===== config.mk =====
export PLATFORM = sky130hd
export DESIGN_NAME = cachemem_assoc
export DESIGN_NICKNAME = d
export VERILOG_FILES = /design/src/rtl/cachemem_assoc.sv
export SDC_FILE = /design/constraint.sdc
export NUM_CORES = 2
export LEC_CHECK = 0
export BUFFER_PORTS_ARGS = -buffer_cell sky130_fd_sc_hd__buf_2
export CAP_MARGIN = 20
export CORE_UTILIZATION = 50
export CTS_CLUSTER_SIZE = 12
export DETAILED_ROUTE_END_ITERATION = 8
export PLACE_DENSITY = 0.67
export SYNTH_ARGS = -nofsm -noshare
export SYNTH_HDL_FRONTEND = slang
export SYNTH_SLANG_ARGS = --single-unit

===== constraint.sdc =====
create_clock -name clock -period 16.51 [get_ports clock]
set_input_delay 2.4765 -clock clock [delete_from_list [all_inputs] [get_ports clock]]
set_output_delay 2.4765 -clock clock [all_outputs]
set_load 0.01 [all_outputs]

===== src/rtl/cachemem_assoc.sv =====
// N-way set-associative cache storage array with true-LRU replacement.
// Combinational lookup ports, one write/allocate port, one invalidate port,
// and a registered report of the line displaced by the previous write.
module cachemem_assoc #(
  parameter  int NUM_SETS     = 16,
  parameter  int NUM_WAYS     = 2,
  parameter  int TAG_BITS     = 8,
  parameter  int DATA_BITS    = 64,
  parameter  int NUM_RD_PORTS = 2,
  localparam int IDX_BITS     = $clog2(NUM_SETS),
  localparam int WAY_BITS     = $clog2(NUM_WAYS)
) (
  input  logic                                 clock,
  input  logic                                 reset,
  input  logic [NUM_RD_PORTS*IDX_BITS-1:0]     rd_idx,
  input  logic [NUM_RD_PORTS*TAG_BITS-1:0]     rd_tag,
  input  logic [NUM_RD_PORTS-1:0]              rd_en,
  output logic [NUM_RD_PORTS*DATA_BITS-1:0]    rd_data,
  output logic [NUM_RD_PORTS-1:0]              rd_valid,
  input  logic                                 wr_en,
  input  logic [IDX_BITS-1:0]                  wr_idx,
  input  logic [TAG_BITS-1:0]                  wr_tag,
  input  logic [DATA_BITS-1:0]                 wr_data,
  input  logic                                 inv_en,
  input  logic [IDX_BITS-1:0]                  inv_idx,
  input  logic [TAG_BITS-1:0]                  inv_tag,
  output logic                                 evict_valid,
  output logic [IDX_BITS-1:0]                  evict_idx,
  output logic [TAG_BITS-1:0]                  evict_tag,
  output logic [DATA_BITS-1:0]                 evict_data,
  output logic [NUM_SETS*NUM_WAYS-1:0]         valids_out,
  output logic [NUM_SETS*NUM_WAYS*TAG_BITS-1:0] tags_out
);

  localparam logic [WAY_BITS-1:0] AGE_LRU = WAY_BITS'(NUM_WAYS - 1);

  // Storage state
  logic [NUM_WAYS-1:0]  valid_q [NUM_SETS];
  logic [NUM_WAYS-1:0]  valid_d [NUM_SETS];
  logic [TAG_BITS-1:0]  tag_q   [NUM_SETS][NUM_WAYS];
  logic [TAG_BITS-1:0]  tag_d   [NUM_SETS][NUM_WAYS];
  logic [DATA_BITS-1:0] data_q  [NUM_SETS][NUM_WAYS];
  logic [DATA_BITS-1:0] data_d  [NUM_SETS][NUM_WAYS];
  logic [WAY_BITS-1:0]  age_q   [NUM_SETS][NUM_WAYS];
  logic [WAY_BITS-1:0]  age_d   [NUM_SETS][NUM_WAYS];
  logic [WAY_BITS-1:0]  age_init [NUM_SETS][NUM_WAYS];

  // Eviction report registers
  logic                 evict_valid_q, evict_valid_d;
  logic [IDX_BITS-1:0]  evict_idx_q,   evict_idx_d;
  logic [TAG_BITS-1:0]  evict_tag_q,   evict_tag_d;
  logic [DATA_BITS-1:0] evict_data_q,  evict_data_d;

  // Lookup results
  logic [IDX_BITS-1:0]  rd_idx_a [NUM_RD_PORTS];
  logic [TAG_BITS-1:0]  rd_tag_a [NUM_RD_PORTS];
  logic [NUM_RD_PORTS-1:0] rd_hit;
  logic [WAY_BITS-1:0]  rd_way [NUM_RD_PORTS];

  // Write / invalidate decode
  logic                 wr_hit;
  logic [WAY_BITS-1:0]  wr_hit_way;
  logic                 have_invalid;
  logic [WAY_BITS-1:0]  invalid_way;
  logic [WAY_BITS-1:0]  lru_way;
  logic [WAY_BITS-1:0]  wr_way;
  logic                 inv_hit;
  logic [WAY_BITS-1:0]  inv_way;

  // Per-set touch selection
  logic [NUM_SETS-1:0]  touch_en;
  logic [WAY_BITS-1:0]  touch_way [NUM_SETS];

  // Reset value of the age array: way w starts with age w
  always_comb begin
    for (int s = 0; s < NUM_SETS; s++)
      for (int w = 0; w < NUM_WAYS; w++)
        age_init[s][w] = WAY_BITS'(w);
  end

  // Combinational lookup on pre-edge contents; data is zero on a miss
  always_comb begin
    // NOTE: combinational blocks use blocking '=' and give every output a default first, so no latch is inferred.
    rd_data = '0;
    rd_hit  = '0;
    for (int p = 0; p < NUM_RD_PORTS; p++) begin
      rd_idx_a[p] = rd_idx[p*IDX_BITS +: IDX_BITS];
      rd_tag_a[p] = rd_tag[p*TAG_BITS +: TAG_BITS];
      rd_way[p]   = '0;
      for (int w = 0; w < NUM_WAYS; w++) begin
        if (valid_q[rd_idx_a[p]][w] && (tag_q[rd_idx_a[p]][w] == rd_tag_a[p])) begin
          rd_hit[p] = 1'b1;
          rd_way[p] = WAY_BITS'(w);
          rd_data[p*DATA_BITS +: DATA_BITS] = data_q[rd_idx_a[p]][w];
        end
      end
    end
  end

  assign rd_valid = rd_hit;

  // Write hit detection and victim choice, all from pre-edge valids and ages
  always_comb begin
    wr_hit       = 1'b0;
    wr_hit_way   = '0;
    have_invalid = 1'b0;
    invalid_way  = '0;
    lru_way      = '0;
    for (int w = 0; w < NUM_WAYS; w++) begin
      if (valid_q[wr_idx][w] && (tag_q[wr_idx][w] == wr_tag)) begin
        wr_hit     = 1'b1;
        wr_hit_way = WAY_BITS'(w);
      end
      if (!have_invalid && !valid_q[wr_idx][w]) begin
        have_invalid = 1'b1;
        invalid_way  = WAY_BITS'(w);
      end
      if (age_q[wr_idx][w] == AGE_LRU)
        lru_way = WAY_BITS'(w);
    end
    if (wr_hit)            wr_way = wr_hit_way;
    else if (have_invalid) wr_way = invalid_way;
    else                   wr_way = lru_way;
  end

  // Invalidate match on pre-edge state
  always_comb begin
    inv_hit = 1'b0;
    inv_way = '0;
    for (int w = 0; w < NUM_WAYS; w++) begin
      if (valid_q[inv_idx][w] && (tag_q[inv_idx][w] == inv_tag)) begin
        inv_hit = 1'b1;
        inv_way = WAY_BITS'(w);
      end
    end
  end

  // One LRU touch per set: the write claims its set first, then read ports in order
  always_comb begin
    touch_en = '0;
    for (int s = 0; s < NUM_SETS; s++) touch_way[s] = '0;
    if (wr_en) begin
      touch_en[wr_idx]  = 1'b1;
      touch_way[wr_idx] = wr_way;
    end
    for (int p = 0; p < NUM_RD_PORTS; p++) begin
      if (rd_en[p] && rd_hit[p] && !touch_en[rd_idx_a[p]]) begin
        touch_en[rd_idx_a[p]]  = 1'b1;
        touch_way[rd_idx_a[p]] = rd_way[p];
      end
    end
  end

  // Next-state for arrays and eviction report; the write is applied after the invalidate so it wins
  always_comb begin
    valid_d       = valid_q;
    tag_d         = tag_q;
    data_d        = data_q;
    age_d         = age_q;
    evict_valid_d = 1'b0;
    evict_idx_d   = evict_idx_q;
    evict_tag_d   = evict_tag_q;
    evict_data_d  = evict_data_q;

    if (inv_en && inv_hit)
      valid_d[inv_idx][inv_way] = 1'b0;

    if (wr_en) begin
      if (!wr_hit && valid_q[wr_idx][wr_way]) begin
        evict_valid_d = 1'b1;
        evict_idx_d   = wr_idx;
        evict_tag_d   = tag_q[wr_idx][wr_way];
        evict_data_d  = data_q[wr_idx][wr_way];
      end
      tag_d[wr_idx][wr_way]   = wr_tag;
      data_d[wr_idx][wr_way]  = wr_data;
      valid_d[wr_idx][wr_way] = 1'b1;
    end

    for (int s = 0; s < NUM_SETS; s++) begin
      if (touch_en[s]) begin
        for (int w = 0; w < NUM_WAYS; w++) begin
          if (touch_way[s] == WAY_BITS'(w))
            age_d[s][w] = '0;
          else if (age_q[s][w] < age_q[s][touch_way[s]])
            age_d[s][w] = age_q[s][w] + 1'b1;
        end
      end
    end
  end

  // Control state: valids, ages and eviction report, cleared by reset
  always_ff @(posedge clock) begin
    if (reset) begin
      valid_q       <= '{default: '0};
      age_q         <= age_init;
      evict_valid_q <= 1'b0;
      evict_idx_q   <= '0;
      evict_tag_q   <= '0;
      evict_data_q  <= '0;
    end else begin
      valid_q       <= valid_d;
      age_q         <= age_d;
      evict_valid_q <= evict_valid_d;
      evict_idx_q   <= evict_idx_d;
      evict_tag_q   <= evict_tag_d;
      evict_data_q  <= evict_data_d;
    end
  end

  // Tag and data arrays: held (not written) during reset
  always_ff @(posedge clock) begin
    // NOTE: tag/data are storage arrays and are deliberately not cleared; the valid bits alone make them invisible after reset.
    if (!reset) begin
      tag_q  <= tag_d;
      data_q <= data_d;
    end
  end

  assign evict_valid = evict_valid_q;
  assign evict_idx   = evict_idx_q;
  assign evict_tag   = evict_tag_q;
  assign evict_data  = evict_data_q;

  // Flattened debug view of valids and tags, ordered set*NUM_WAYS+way
  always_comb begin
    valids_out = '0;
    tags_out   = '0;
    for (int s = 0; s < NUM_SETS; s++) begin
      for (int w = 0; w < NUM_WAYS; w++) begin
        valids_out[s*NUM_WAYS + w]                  = valid_q[s][w];
        tags_out[(s*NUM_WAYS + w)*TAG_BITS +: TAG_BITS] = tag_q[s][w];
      end
    end
  end

endmodule


Word level (Yosys, flattened, before mapping)
Cells that the tools add are included.
- bits in registers: 2445
- input port bits: 118
- output and inout port bits: 495
- word-level logic and storage cells: 572
- add/subtract/negate cells: 32
- order comparisons: 68
- eq/ne operators: 24
- multiplexer cells: 223
- bitwise logic cells: 29
- reductions and logical operators: 80
- operator list (operator ; number):
    bitwise mux 2048 bit ; 1
    binary-select mux 128 bit (select 4 bit) ; 3
    2-to-1 mux 128 bit ; 7
    demux 128 bit (select 4 bit) ; 1
    2-to-1 mux 64 bit ; 8
    binary-select mux 16 bit (select 4 bit) ; 4
    bitwise mux 256 bit ; 1
    2-to-1 mux 16 bit ; 15
    2-to-1 mux 1 bit ; 145
    AND reduction 2 bit ; 34
    demux 16 bit (select 4 bit) ; 1
    demux 64 bit (select 1 bit) ; 1
    == test 8 bit ; 8
    2-to-1 mux 32 bit ; 2
    binary-select mux 2 bit (select 4 bit) ; 5
    >= comparator 2 bit, second input constant ; 17
    NOT 1 -> 2 bit ; 17
    adder 1 bit, second input constant ; 32
    bitwise AND 32 bit ; 1
    bitwise mux 16 bit ; 2
    less-than comparator 1 bit ; 32
    2-to-1 mux 8 bit ; 4
    != test 2 x 1 -> 1 bit, second input constant ; 16
    NOT 32 bit ; 1
    22 further kinds ; 98

Logic depth before layout (Yosys ltp)
- word-level depth: 23
- gate-level depth with buffers: 17
- gate-level depth less buffers: 11

Worst setup path after synthesis
No wires, ideal clock.
- path kind: input-to-reg
- from: in wr_idx[1]
- to: reg data_q[0] (netlist name), enable pin
- library setup time: 503 ps
- arrival: 8188 ps
- required time: 16007 ps
- slack: 7819 ps
- cell stages on the path: 15
- buffers on the path: 6
- cell sequence: buf_4 > buf_2 > buf_2 > mux2i_1 > a221oi_1 > a22oi_1 > xnor2_1 > a2111oi_0 > nand4_1 > o22ai_1 > buf_2 > buf_4 > nand2_1 > buf_2 > nor2_1
- RTL lines (element ; RTL line ; text):
    from (decl) ; 21 ; input logic [IDX_BITS-1:0] wr_idx,
    to (signal assigned) ; 216 ; data_q <= data_d;
    to (decl) ; 42 ; logic [DATA_BITS-1:0] data_q [NUM_SETS][NUM_WAYS];

Worst setup path in the final report
- from: in rd_idx[0]
- to: out rd_data[48]
- cells in the longest elaborated chain, start to end: 8
- elaborated cells between the ends (all ways): 16
- those cells by class: 2 x eq/ne; 11 x mux; 1 x bitwise; 2 x reduce/logical
- ends and longest elaborated chain (element ; RTL line ; text):
    from (decl) ; 15 ; input logic [NUM_RD_PORTS*IDX_BITS-1:0] rd_idx,
    NOT 4 -> 5 bit (not written as such) * ; 91, 94 ;
    binary-select mux 16 bit (select 4 bit) ; 91 ; if (valid_q[rd_idx_a[p]][w] && (tag_q[rd_idx_a[p]][w] == rd_tag_a[p])) begin
    2-to-1 mux 16 bit (not written as such) (2 in series) ; 91 ;
    == test 8 bit ; 91 ;
    logical AND 1 bit ; 91 ;
    2-to-1 mux 64 bit ; 91 ;
    2-to-1 mux 64 bit * ; 91 ;
    to (decl) ; 18 ; output logic [NUM_RD_PORTS*DATA_BITS-1:0] rd_data,
Mark *: on every way between the ends. The rest lies on a longest branch, timed or not. The select of a mux whose other input is x is not followed.

==> flow_metrics.tcl <==
set metrics [dict create \
    synth_edf_count 2304 \
    cp_common_cell "buf_4" \
    power_density_mw_per_mm2 96.4 \
    cp_cell_sequence "buf_8 -> buf_4 -> buf_4 -> mux4_2 -> mux2i_1 -> xnor2_1 -> o31ai_1 -> and3_4 -> buf_4 -> buf_16 -> nand3_1 -> nand2_1 -> buf_2" \
    cts_buffer_depth 4 \
    setup.worst_path.class "input pin to output pin" \
    layout-drive-gt1-share 0.463 \
    finalSetupTns_ns 0 \
    routed_via_density 7.66 \
    setup_viol 0 \
    fmax_mhz 90.7 \
    syn-num-nets 6910 \
    synth-main-ff-cell "edfxtp_1" \
    fp.dieH_um 519 \
    dpl_worst_slack_ns 5.62 \
    start_util 0.503 \
    post-cts-setup-buffers 0 \
    path_clk_slew_ns 0.06 \
    slew_headroom 0.103 \
    slew_violations 0 \
    p_leak_nw 47.8 \
    avgSynthCellArea_um2 19.7 \
    portBuffers 612 \
    track_usage 0.366 \
    hold_viol 0 \
    coreArea_mm2 0.265 \
    r2r_setup_slack_ns 9.48 \
    status "finished with violations" \
    tightest_slew_ns 1.35 \
    fin_hold_ws_ns 0.463 \
    endpoint_kind "output pin" \
    final_area_mm2 0.150 \
    hold_buffers 0 \
    wl_per_cell_um 44.3 \
    fill_cells 19900 \
    finalPower_mw 14.4 \
    critPathMaxStageDelay_ns 0.78 \
    fin_skew_ns 0.0723 \
    cp_data_arrival_time_ns 8.55 \
    crit_family "buffers and inverters" \
    synth_seq_cells 2445 \
    vias 84700 \
    synth-async-reset-ratio 0 \
    route.detailed.drc 200 \
    rsz0062_at_grt "no" \
    synth_warnings 0 \
    netlist_area_mm2 0.134 \
    required_ns 14.03 \
    synthDistinctLibCells 86 \
    multiInputGateArea_mm2 0.0591 \
    timing.final.ws_setup_ns 5.49 \
    final_core_util 0.564 \
    critPathMaxFanout 49 \
    synth-seq-area-share 0.539 \
    first_global_vias 83600 \
    gp_congestion 0.958 \
    fp.dieW_um 519 \
    row_count 189 \
    ys_top_cells_by_area "edfxtp_1, mux4_2, dfxtp_1, mux2i_1, nand2_1" \
    fp.dieArea_mm2 0.269 \
    dp.cells 10500 \
    synth.largest_area_cell "edfxtp_1" \
    post-route-period-util 0.668 \
    drt_iter0_drc 13600 \
    cts.sinks 2445 \
    ctsResizeCount 0 \
    ir_worst_vdd_uv 97.3 \
    drv_cap 0 \
    clk_latency_ns 0.94 \
    crit_path_top_delay_cell "buf_4" \
    wl_um 491000 \
    synth_cells 6792 \
    grt_antenna_before_repair 64 \
    dpl-instance-area_mm2 0.141 \
    syn2layout_area_growth_pct 12.1 \
    startpoint_type "input pin" \
    htreeDepth 5 \
    cts-root-buf "clkbuf_16" \
    finalNetCount 7359 \
    overflow 0 \
    grt_pass1_wl_um 682000 \
    post-route-min-period_ns 11.02 \
    numCtsBuffers 290 \
    min_path_type "register to register" \
    violations "design-rule violations" \
    antenna_left 0 \
    yosysTopAreaCellShare 0.518 \
    crit_buf_inv 6 \
    cts_tree "built" \
    ios 613 \
    final_cells 11100 \
    dr.pass1.iters 9 \
    ff_latch_area_mm2 0.0720 \
    dpl.hpwl_um 297000 \
    grt_max_degree 129 \
]
## path summary, 6_finish.rpt
check                                   end  cells after the start         start
worst min register to register    age_q[15]                      2     age_q[15]
worst max-delay path            rd_data[48]                     13     rd_idx[0]
worst max register to register  data_q[475]                     12  tags_out[82]
worst min-delay path              age_q[15]                      2     age_q[15]
## synth_stat cells, drive strengths merged (4+ instances only)
master and count:
nor3b 4, xnor2 43, or3 4, o221ai 5
a2bb2oi 10, nand4 12, or2 8, a22oi 43
a31oi 7, o2bb2ai 8, nand3 155, nor2 157
nor4 14, mux2 16, and2 12, clkbuf 349
mux2i 191, inv 20, mux4 2201, o21ai 71
buf 286, nand2 352, a22o 6, a211oi 79
dfxtp 141, and4 4, a21oi 29, nor2b 24
and3 19, a221oi 9, nor3 31, xor2 26
o22ai 13, a2111oi 9, nand2b 17, edfxtp 2304
nand3b 5, o211ai 41, o31ai 6, a211o 6
a21o 17
## cell usage in the layout (no fill, tap or decap), types with 33 or more instances in the layout
master / n
nand3_1: 154
o211ai_1: 41
nor2_1: 124
nand2_1: 350
clkbuf_16: 295
mux4_2: 2200
nor2_4: 33
a211oi_1: 79
mux2i_1: 191
edfxtp_1: 2304
clkbuf_1: 69
a22oi_1: 43
o21ai_0: 66
clkinv_1: 58
diode_2: 86
buf_4: 144
xnor2_1: 43
buf_2: 598
dfxtp_1: 141
## worst reg2reg max path, delay by kind of cell, from the launching register on
| family | cells | cell delay [ns] |
|---|---|---|
| flops | 1 | 0.61 |
| mux | 1 | 0.56 |
| simple gates | 5 | 2.61 |
| xor+xnor | 1 | 0.19 |
| compound gates | 2 | 0.47 |
| buf+inv | 3 | 2.13 |
## cells by family (layout without fill, tap and decap cells)
| group | count (synthesis) | in the layout | share of synthesized area |
|---|---|---|---|
| flops | 2445 | 2445 | 0.539 |
| mux | 2408 | 2408 | 0.387 |
| simple gates | 828 | 828 | 0.0283 |
| buf+inv | 658 | 1310 | 0.0206 |
| compound gates | 384 | 384 | 0.0207 |
| xor+xnor | 69 | 69 | 0.00452 |
| other cells | 0 | 86 | 0 |
## state kept, by name (all words and copies together), names as in the netlist
register and count:
age_q 32, evict_tag 8, valids_out 32, tags_out 256, evict_idx 4, evict_data 64, data_q 2048, evict_valid 1
## where the power goes
group | total (mW) | switching (mW) | internal (mW)
registers | 6.82 | 0.0190 | 6.80
logic | 1.45 | 0.811 | 0.643
clock network | 6.15 | 2.54 | 3.61
## final cells by class
| type | instances | share of cell area |
|---|---|---|
| Inverter | 23 | 0.000577 |
| Clock inverter | 119 | 0.00711 |
| Sequential cell | 2445 | 0.481 |
| Multi-Input combinational cell | 3689 | 0.395 |
| Tap cell | 3533 | 0.0295 |
| Antenna cell | 86 | 0.00144 |
| Clock buffer | 376 | 0.0521 |
| Timing Repair Buffer | 792 | 0.0338 |
## routing by layer
metal  global-route usage  share of wire  up-vias
met5             0.000533        0.00020        -
met2                0.552           0.46     7124
li1                     -              -    31200
met3               0.0904           0.12     1281
met1                0.477           0.34    45000
met4                0.241          0.074       16
Note: power is estimated with default switching activity, not from simulation.
